[config.mk]
export PLATFORM = sky130hd
export DESIGN_NAME = clk_lock_seq
export DESIGN_NICKNAME = d
export VERILOG_FILES = /design/src/rtl/clk_lock_seq.sv
export SDC_FILE = /design/constraint.sdc
export NUM_CORES = 1
export LEC_CHECK = 0
export CAP_MARGIN = 20
export CELL_PAD_IN_SITES_DETAIL_PLACEMENT = 1
export CELL_PAD_IN_SITES_GLOBAL_PLACEMENT = 2
export CORE_MARGIN = 5
export CORE_UTILIZATION = 38
export DETAILED_ROUTE_END_ITERATION = 8
export GPL_TIMING_DRIVEN = 0
export HOLD_SLACK_MARGIN = 0.05
export PLACE_DENSITY = 0.83
export SLEW_MARGIN = 25
export SYNTH_ARGS = -nofsm -noshare
export SYNTH_HDL_FRONTEND = slang
export SYNTH_SLANG_ARGS = --single-unit
[constraint.sdc]
create_clock -name i_clk -period 3.65 [get_ports i_clk]
set_input_delay 1.095 -clock i_clk [delete_from_list [all_inputs] [get_ports i_clk]]
set_output_delay 1.095 -clock i_clk [all_outputs]
set_load 0.03 [all_outputs]
[src/rtl/clk_lock_seq.sv]
// rtl/clk_lock_seq.sv - MMCM reset/lock sequencer with staged per-channel reset release
module clk_lock_seq #(
    parameter int N_CH             = 4,
    parameter int RST_PULSE_CYC    = 16,
    parameter int LOCK_STABLE_CYC  = 1024,
    parameter int LOCK_TIMEOUT_CYC = 65536,
    parameter int CH_GAP_CYC       = 8
) (
    input  logic            i_clk,
    input  logic            i_rst,
    input  logic            i_mmcm_locked,
    input  logic            i_restart,
    output logic            o_mmcm_rst,
    output logic [N_CH-1:0] o_ch_rst,
    output logic            o_ready,
    output logic [2:0]      o_state,
    output logic [7:0]      o_relock_cnt
);

    typedef enum logic [2:0] {
        S_RESET_MMCM = 3'd0,
        S_WAIT_LOCK  = 3'd1,
        S_STABLE     = 3'd2,
        S_RELEASE    = 3'd3,
        S_RUN        = 3'd4
    } state_t;

    localparam logic [31:0] PULSE_LAST   = 32'(RST_PULSE_CYC - 1);
    localparam logic [31:0] STABLE_LAST  = 32'(LOCK_STABLE_CYC - 1);
    localparam logic [31:0] TIMEOUT_LAST = 32'(LOCK_TIMEOUT_CYC - 1);
    localparam logic [31:0] RELEASE_DONE = 32'(CH_GAP_CYC * N_CH);

    state_t            state_q, state_d;
    logic              lock_meta_q, lock_q;
    logic [31:0]       cnt_q, cnt_d;
    logic [31:0]       to_cnt_q, to_cnt_d;
    logic              mmcm_rst_q, mmcm_rst_d;
    logic [N_CH-1:0]   ch_rst_q, ch_rst_d;
    logic              ready_q, ready_d;
    logic [7:0]        relock_q, relock_d;
    logic              abort;

    always_ff @(posedge i_clk or posedge i_rst) begin
        if (i_rst) begin
            lock_meta_q <= 1'b0;
            lock_q      <= 1'b0;
            state_q     <= S_RESET_MMCM;
            cnt_q       <= '0;
            to_cnt_q    <= '0;
            mmcm_rst_q  <= 1'b1;
            ch_rst_q    <= '1;
            ready_q     <= 1'b0;
            relock_q    <= '0;
        end else begin
            lock_meta_q <= i_mmcm_locked;
            lock_q      <= lock_meta_q;
            state_q     <= state_d;
            cnt_q       <= cnt_d;
            to_cnt_q    <= to_cnt_d;
            mmcm_rst_q  <= mmcm_rst_d;
            ch_rst_q    <= ch_rst_d;
            ready_q     <= ready_d;
            relock_q    <= relock_d;
        end
    end

    // cnt_q is the per-state phase counter (pulse, stable run, release);
    // to_cnt_q spans WAIT_LOCK and STABLE so lock chatter cannot defeat the timeout.
    always_comb begin
        state_d    = state_q;
        cnt_d      = cnt_q;
        to_cnt_d   = to_cnt_q;
        mmcm_rst_d = mmcm_rst_q;
        ch_rst_d   = ch_rst_q;
        ready_d    = ready_q;
        relock_d   = relock_q;
        abort      = 1'b0;

        case (state_q)
            S_RESET_MMCM: begin
                if (cnt_q == PULSE_LAST) begin
                    state_d    = S_WAIT_LOCK;
                    mmcm_rst_d = 1'b0;
                    cnt_d      = '0;
                    to_cnt_d   = '0;
                end else begin
                    cnt_d = cnt_q + 32'd1;
                end
            end
            S_WAIT_LOCK: begin
                if (to_cnt_q == TIMEOUT_LAST) begin
                    abort = 1'b1;
                end else begin
                    to_cnt_d = to_cnt_q + 32'd1;
                    if (lock_q) begin
                        state_d = S_STABLE;
                        cnt_d   = '0;
                    end
                end
            end
            S_STABLE: begin
                if (to_cnt_q == TIMEOUT_LAST) begin
                    abort = 1'b1;
                end else begin
                    to_cnt_d = to_cnt_q + 32'd1;
                    if (!lock_q) begin
                        state_d = S_WAIT_LOCK;
                        cnt_d   = '0;
                    end else if (cnt_q == STABLE_LAST) begin
                        state_d = S_RELEASE;
                        cnt_d   = '0;
                    end else begin
                        cnt_d = cnt_q + 32'd1;
                    end
                end
            end
            S_RELEASE: begin
                if (!lock_q) begin
                    abort = 1'b1;
                end else begin
                    cnt_d = cnt_q + 32'd1;
                    for (int k = 0; k < N_CH; k++) begin
                        if (cnt_q == 32'(CH_GAP_CYC * (k + 1) - 1)) begin
                            ch_rst_d[k] = 1'b0;
                        end
                    end
                    if (cnt_q == RELEASE_DONE) begin
                        state_d = S_RUN;
                        ready_d = 1'b1;
                    end
                end
            end
            S_RUN: begin
                if (!lock_q) begin
                    abort = 1'b1;
                end
            end
            default: begin
                abort = 1'b1;
            end
        endcase

        if (i_restart && (state_q != S_RESET_MMCM)) begin
            abort = 1'b1;
        end

        // Every recovery source funnels through here so coincident causes count once.
        if (abort) begin
            state_d    = S_RESET_MMCM;
            cnt_d      = '0;
            mmcm_rst_d = 1'b1;
            ch_rst_d   = '1;
            ready_d    = 1'b0;
            relock_d   = (relock_q == 8'hFF) ? relock_q : relock_q + 8'd1;
        end
    end

    assign o_mmcm_rst   = mmcm_rst_q;
    assign o_ch_rst     = ch_rst_q;
    assign o_ready      = ready_q;
    assign o_state      = state_q;
    assign o_relock_cnt = relock_q;

endmodule

# Yosys cells after proc, flatten, opt, wreduce, memory -nomap -nowiden
# Cells that the tools add are included.
[classes]
n_addsub = 3
n_eq_ne = 21
muxes = 39
bitwise = 1
reduce_logical = 25
[op_table]
columns = ["op", "count"]
rows = [
  ["$mux W32", 10],
  ["$pmux W32 S4", 1],
  ["$add A32 B1 Y32 const B", 2],
  ["$eq A32 B5 Y1 const B", 2],
  ["$pmux W32 S2", 1],
  ["$eq A32 B10 Y1 const B", 1],
  ["$eq A32 B16 Y1 const B", 1],
  ["$eq A32 B3 Y1 const B", 1],
  ["$eq A32 B4 Y1 const B", 1],
  ["$eq A32 B6 Y1 const B", 1],
  ["$mux W3", 9],
  ["$ne A3 B3 Y1 const B", 6],
  ["$reduce_and A3 Y1", 6],
  ["$reduce_bool A2 Y1", 9],
  ["$mux W1", 13],
  ["$mux W4", 3],
  ["$pmux W3 S4", 1],
  ["$add A8 B1 Y8 const B", 1],
  ["$eq A8 B8 Y1 const B", 1],
  ["$reduce_and A8 Y1", 1],
  ["$eq A3 B2 Y1 const B", 2],
  ["$reduce_and A5 Y1", 1],
  ["$reduce_bool A5 Y1", 1],
  ["$ne A2 B2 Y1 const B", 2],
  ["10 further kinds", 12],
]
[word_totals]
regBits = 83
input_bits = 4
output_inout_bits = 17
elab_cells = 101

# Depth between registers and ports, before layout
[logic_depth]
depth_word = 6
ltp_mapped = 9
mapped_depth_nobuf = 8

# Least setup slack after synthesis
# OpenSTA, ideal clock, no wires.
[synth_timing]
path_type = "reg-to-reg"
start = "register to_cnt_q[0]"
end = "register relock_q[1] (netlist: o_relock_cnt[1])"
setup_time_ns = 0.125
arrival_ns = 2.259
t_required_ns = 3.525
path_slack_ns = 1.266
stages_incl_launch_ff = 8
n_path_buf = 0
period_less_slack_ns = 2.384
path_cell_list = "dfrtp_1 > ha_1 > nand3_1 > nor4_2 > nand4b_1 > o22a_1 > a31oi_2 > mux2_2"
[synth_via]
elab_chain_len = 5
[synth_lines]
columns = ["item", "line_no", "source"]
rows = [
  ["start, declared", "36", "logic [31:0] to_cnt_q, to_cnt_d;"],
  ["start signal, assigned", "59", "to_cnt_q <= to_cnt_d;"],
  ["$eq A32 B16 Y1", "91, 102", ""],
  ["$mux W1", "91, 102", ""],
  ["$pmux W1 S3", "79", "case (state_q)"],
  ["$mux W1", "143", "if (i_restart && (state_q != S_RESET_MMCM)) begin"],
  ["$reduce_and A2 Y1 (no line)", "--", ""],
  ["end signal, assigned", "63", "relock_q <= relock_d;"],
  ["end, declared", "40", "logic [7:0] relock_q, relock_d;"],
]
# Every way passes these cells.
# A chain may end at the register's enable or synchronous reset.

# Final worst setup path
[layout_timing]
start = "register state_q[0] (netlist: o_state[0])"
end = "register cnt_q[7]"
[layout_via]
elab_chain_len = 6
elab_cells_between_ends = 19
classes_between = "eq/ne (8); mux (4); reduce/logical (7)"
[layout_lines]
columns = ["item", "line_no", "source"]
rows = [
  ["start, declared", "33", "state_t state_q, state_d;"],
  ["start signal, assigned", "57", "state_q <= state_d;"],
  ["$eq A3 B3 Y1 (tied with other cells)", "79", ""],
  ["$reduce_or A2 Y1 (no line)", "--", ""],
  ["$pmux W1 S3", "79", ""],
  ["$mux W1", "143", ""],
  ["$ne A3 B3 Y1 (no line) or $reduce_bool A5 Y1 (tied branches)", "--", ""],
  ["$reduce_and A5 Y1 (no line)", "--", ""],
  ["end signal, assigned", "58", "cnt_q <= cnt_d;"],
  ["end, declared", "35", "logic [31:0] cnt_q, cnt_d;"],
]
# Parallel ways exist; a longest one is shown, timed or not.

==> impl_metrics.json <==
{
  "crit_path_max_incr_delay_ps": 580,
  "category_of_the_critical_setup_timing_path": "reg -> reg",
  "top_ff_cell_synth": "sky130_fd_sc_hd__dfrtp_1",
  "grt_max_degree": 47,
  "initial_core_util": 0.382,
  "cts_hold_bufs": 0,
  "post-route-util": 0.442,
  "antenna_cells": 0,
  "max_freq_mhz": 313,
  "aggregate_global_route_resource_usage": 0.200,
  "ys_types": 60,
  "grt_setup_unrepaired": "false",
  "finalNetCount": 586,
  "cts_setup_buffers": 0,
  "drc_errors": 0,
  "drt-initial-drc-count": 237,
  "floorplan_row_count": 41,
  "cts_max_level": 3,
  "ant_nets": 0,
  "fraction_of_final_layout_cells_with_drive_strength_greater_than_1": 0.0755,
  "design.portCount": 21,
  "fp.dieH_um": 122,
  "cts-root-to-sink-buffers": 2,
  "global_route.overflow_total": 0,
  "drt-pass1-iter-count": 4,
  "cp_max_fo": 10,
  "gp_routability_congestion": 0.806,
  "period_utilization": 0.875,
  "detailedPlacementHpwl_um": 10000,
  "core_ar_mm2": 0.0125,
  "relSlewSlack": 0.447,
  "clock_insertion_delay_worst_skew_ps": 340,
  "detail_route.vias_per_cell": 5.88,
  "post_cts_resize_count": 0,
  "synth_top_area_cell": "sky130_fd_sc_hd__dfrtp_1",
  "dieArea_mm2": 0.0149,
  "synth_area_mm2": 0.00477,
  "timing_hold_violations_final": 0,
  "timing.final.setup_violations": 0,
  "first_global_vias": 4627,
  "finalCriticalPeriod_ps": 3190,
  "timing.setup.tns_ps": 0,
  "final-max-slew-violation-count": 0,
  "synth_enable_flop_cells": 0,
  "multi_input_comb_area_mm2": 0.00252,
  "finalHoldWorstSlack_ps": 364,
  "crit_path_cell_trace": "clkbuf_1, clkbuf_1, a21oi_1, inv_1, nor3_1, clkbuf_1, o31ai_1, a31oi_1",
  "crit_required_ps": 3920,
  "syn-mean-instance-area_um2": 8.73,
  "leakage_nw": 2.36,
  "grt_antenna_before_repair": 0,
  "synthesized_netlist_cell_count": 546,
  "arrival_ps": 3460,
  "clock_tree_from_tritoncts": "built",
  "numPortBuffers": 20,
  "detail_route.wl_per_cell_um": 18.4,
  "yosys_synthesis_warning_count": 0,
  "register_bit_count_reported_by_yosys": 83,
  "final.setup_skew_ps": 6.38,
  "synth.area.top_cells": "sky130_fd_sc_hd__dfrtp_1, sky130_fd_sc_hd__o21ai_0, sky130_fd_sc_hd__nand2_1, sky130_fd_sc_hd__nor2_1, sky130_fd_sc_hd__nand3_1",
  "detail_route.wirelength_um": 13900,
  "cts_inserted_buffers": 9,
  "die_width_um": 122,
  "synth_top_cell_area_share": 0.410,
  "clk_root_buffer_cell": "sky130_fd_sc_hd__clkbuf_16",
  "status": "completed",
  "area.sequential_mm2": 0.00208,
  "synthToLayoutAreaGrowth_pct": 15.7,
  "worst_slew_pin_slew_ps": 827,
  "clock_sink_count": 83,
  "peak_ir_drop_on_the_vdd_network_v": 0.000142,
  "hold_path.class": "reg -> reg",
  "critical-path-slowest-cell": "sky130_fd_sc_hd__nor3_1",
  "async_flop_share": 1.00,
  "fillerInstances": 1500,
  "critical_path.startpoint_type": "flip-flop",
  "critical_path.top_delay_family": "buffers and inverters",
  "first_pass_grt_wire_length_um": 23600,
  "worstPathBufferInverterCount": 4,
  "cpMostUsedCell": "sky130_fd_sc_hd__clkbuf_1",
  "syn-num-nets": 554,
  "worst_setup_hold_path_clk_slew_ps": 60,
  "synth_sequential_area_ratio": 0.437,
  "dr_total_vias": 4441,
  "maxCapViolCount": 0,
  "worst_setup_path_end_kind": "flip-flop",
  "power_density_mw_per_mm2": 344
}
## metrics by stage
step	cells	setup WS, ps	cell area (um^2)	power [mW]
4_1_cts	755	458	5510	1.91
5_1_grt	755	177	5510	1.96
2_1_floorplan	546	426	4770	0.955
3_5_place_dp	739	125	5210	0.971
6_report	755	458	5510	1.89
3_3_place_gp	738	-1120	5180	0.966
## worst register-to-register path: stages (launching register included)
cell and delay (ps):
sky130_fd_sc_hd__dfrtp_1 370, sky130_fd_sc_hd__clkbuf_1 220, sky130_fd_sc_hd__clkbuf_1 280, sky130_fd_sc_hd__a21oi_1 490
sky130_fd_sc_hd__inv_1 240, sky130_fd_sc_hd__nor3_1 580, sky130_fd_sc_hd__clkbuf_1 560, sky130_fd_sc_hd__o31ai_1 180
sky130_fd_sc_hd__a31oi_1 190
## report_power, final
group | internal [mW] | switching (mW) | total, mW
Combinational | 0.00755 | 0.0222 | 0.0297
Sequential | 0.921 | 0.00164 | 0.923
Clock | 0.568 | 0.374 | 0.942
## layout make-up
class	instances	share of cell area
multi-input cells	424	0.457
clock inverters	2	0.00635
well taps	172	0.0390
repair buffers	21	0.0413
flip-flops and latches	83	0.378
plain buffers	22	0.0177
clock buffers	14	0.0479
inverters	17	0.0125
## per-layer routing
| layer | track usage | routed length (um) | up-vias |
|---|---|---|---|
| met5 | 0 | 0 | - |
| met4 | 0.0700 | 164 | 0 |
| met3 | 0.0241 | 372 | 10 |
| met2 | 0.322 | 6680 | 66 |
| met1 | 0.279 | 6690 | 2282 |
| li1 | - | - | 2083 |
## sequential cells by signal (all words and copies together) (netlist names)
name          cells
cnt_q            32
lock_meta_q       1
lock_q            1
o_ch_rst          4
o_mmcm_rst        1
o_ready           1
o_relock_cnt      8
o_state           3
to_cnt_q         32
## cells in the final DEF (no fill, tap or decap), types with 4 or more instances in the layout
cell type / n
sky130_fd_sc_hd__or3_1: 9
sky130_fd_sc_hd__inv_1: 16
sky130_fd_sc_hd__nand4b_1: 4
sky130_fd_sc_hd__dfstp_2: 5
sky130_fd_sc_hd__dfrtp_1: 78
sky130_fd_sc_hd__nor3_1: 9
sky130_fd_sc_hd__a21o_1: 12
sky130_fd_sc_hd__clkdlybuf4s50_1: 20
sky130_fd_sc_hd__ha_1: 4
sky130_fd_sc_hd__nand2b_1: 6
sky130_fd_sc_hd__clkbuf_16: 9
sky130_fd_sc_hd__a21oi_1: 20
sky130_fd_sc_hd__and3_1: 16
sky130_fd_sc_hd__xor2_1: 7
sky130_fd_sc_hd__buf_2: 6
sky130_fd_sc_hd__nand4_1: 19
sky130_fd_sc_hd__and4_1: 6
sky130_fd_sc_hd__nor3b_1: 4
sky130_fd_sc_hd__a31oi_1: 8
sky130_fd_sc_hd__clkbuf_1: 17
sky130_fd_sc_hd__nor4_2: 6
sky130_fd_sc_hd__nor2_1: 49
sky130_fd_sc_hd__nand3_1: 33
sky130_fd_sc_hd__o31ai_1: 14
sky130_fd_sc_hd__nor4_1: 13
sky130_fd_sc_hd__nand2_1: 67
sky130_fd_sc_hd__xnor2_1: 10
sky130_fd_sc_hd__o21ai_0: 58
sky130_fd_sc_hd__and2_1: 7
## cells in the mapped netlist, drive strengths merged, types with 6 or more instances
library cell / n
dfrtp: 78
nand2: 67
o21ai: 59
nor2: 49
nand3: 34
a21oi: 21
nor4: 21
nand4: 20
inv: 17
and3: 16
clkbuf: 14
o31ai: 14
a21o: 12
xnor2: 10
a31oi: 9
nor3: 9
or3: 9
and2: 8
buf: 8
xor2: 7
and4: 6
nand2b: 6
## final timing paths
kind | startpoint | end | slack (ps) | depth (start not counted)
setup / recovery | o_state[0] | cnt_q[7] | 460 | 8
hold / removal | lock_meta_q | lock_q | 360 | 0
min in group asynchronous | i_rst | to_cnt_q[21] | 1120 | 2
max in group asynchronous | i_rst | o_mmcm_rst | 1910 | 3
hold reg to reg | lock_meta_q | lock_q | 360 | 0
setup reg to reg | o_state[0] | cnt_q[7] | 460 | 8
## cell families after synthesis
kind of cell / count (synthesis) / share of synthesized area
flip-flops: 83 / 0.437
XOR/XNOR: 17 / 0.0312
AO/OA/AOI/OAI: 144 / 0.191
buffers and inverters: 39 / 0.0339
AND/OR/NAND/NOR: 257 / 0.292
multiplexers: 2 / 0.00446
adder cells (fa/ha/maj): 4 / 0.0105
Note: power is estimated with default switching activity, not from simulation.
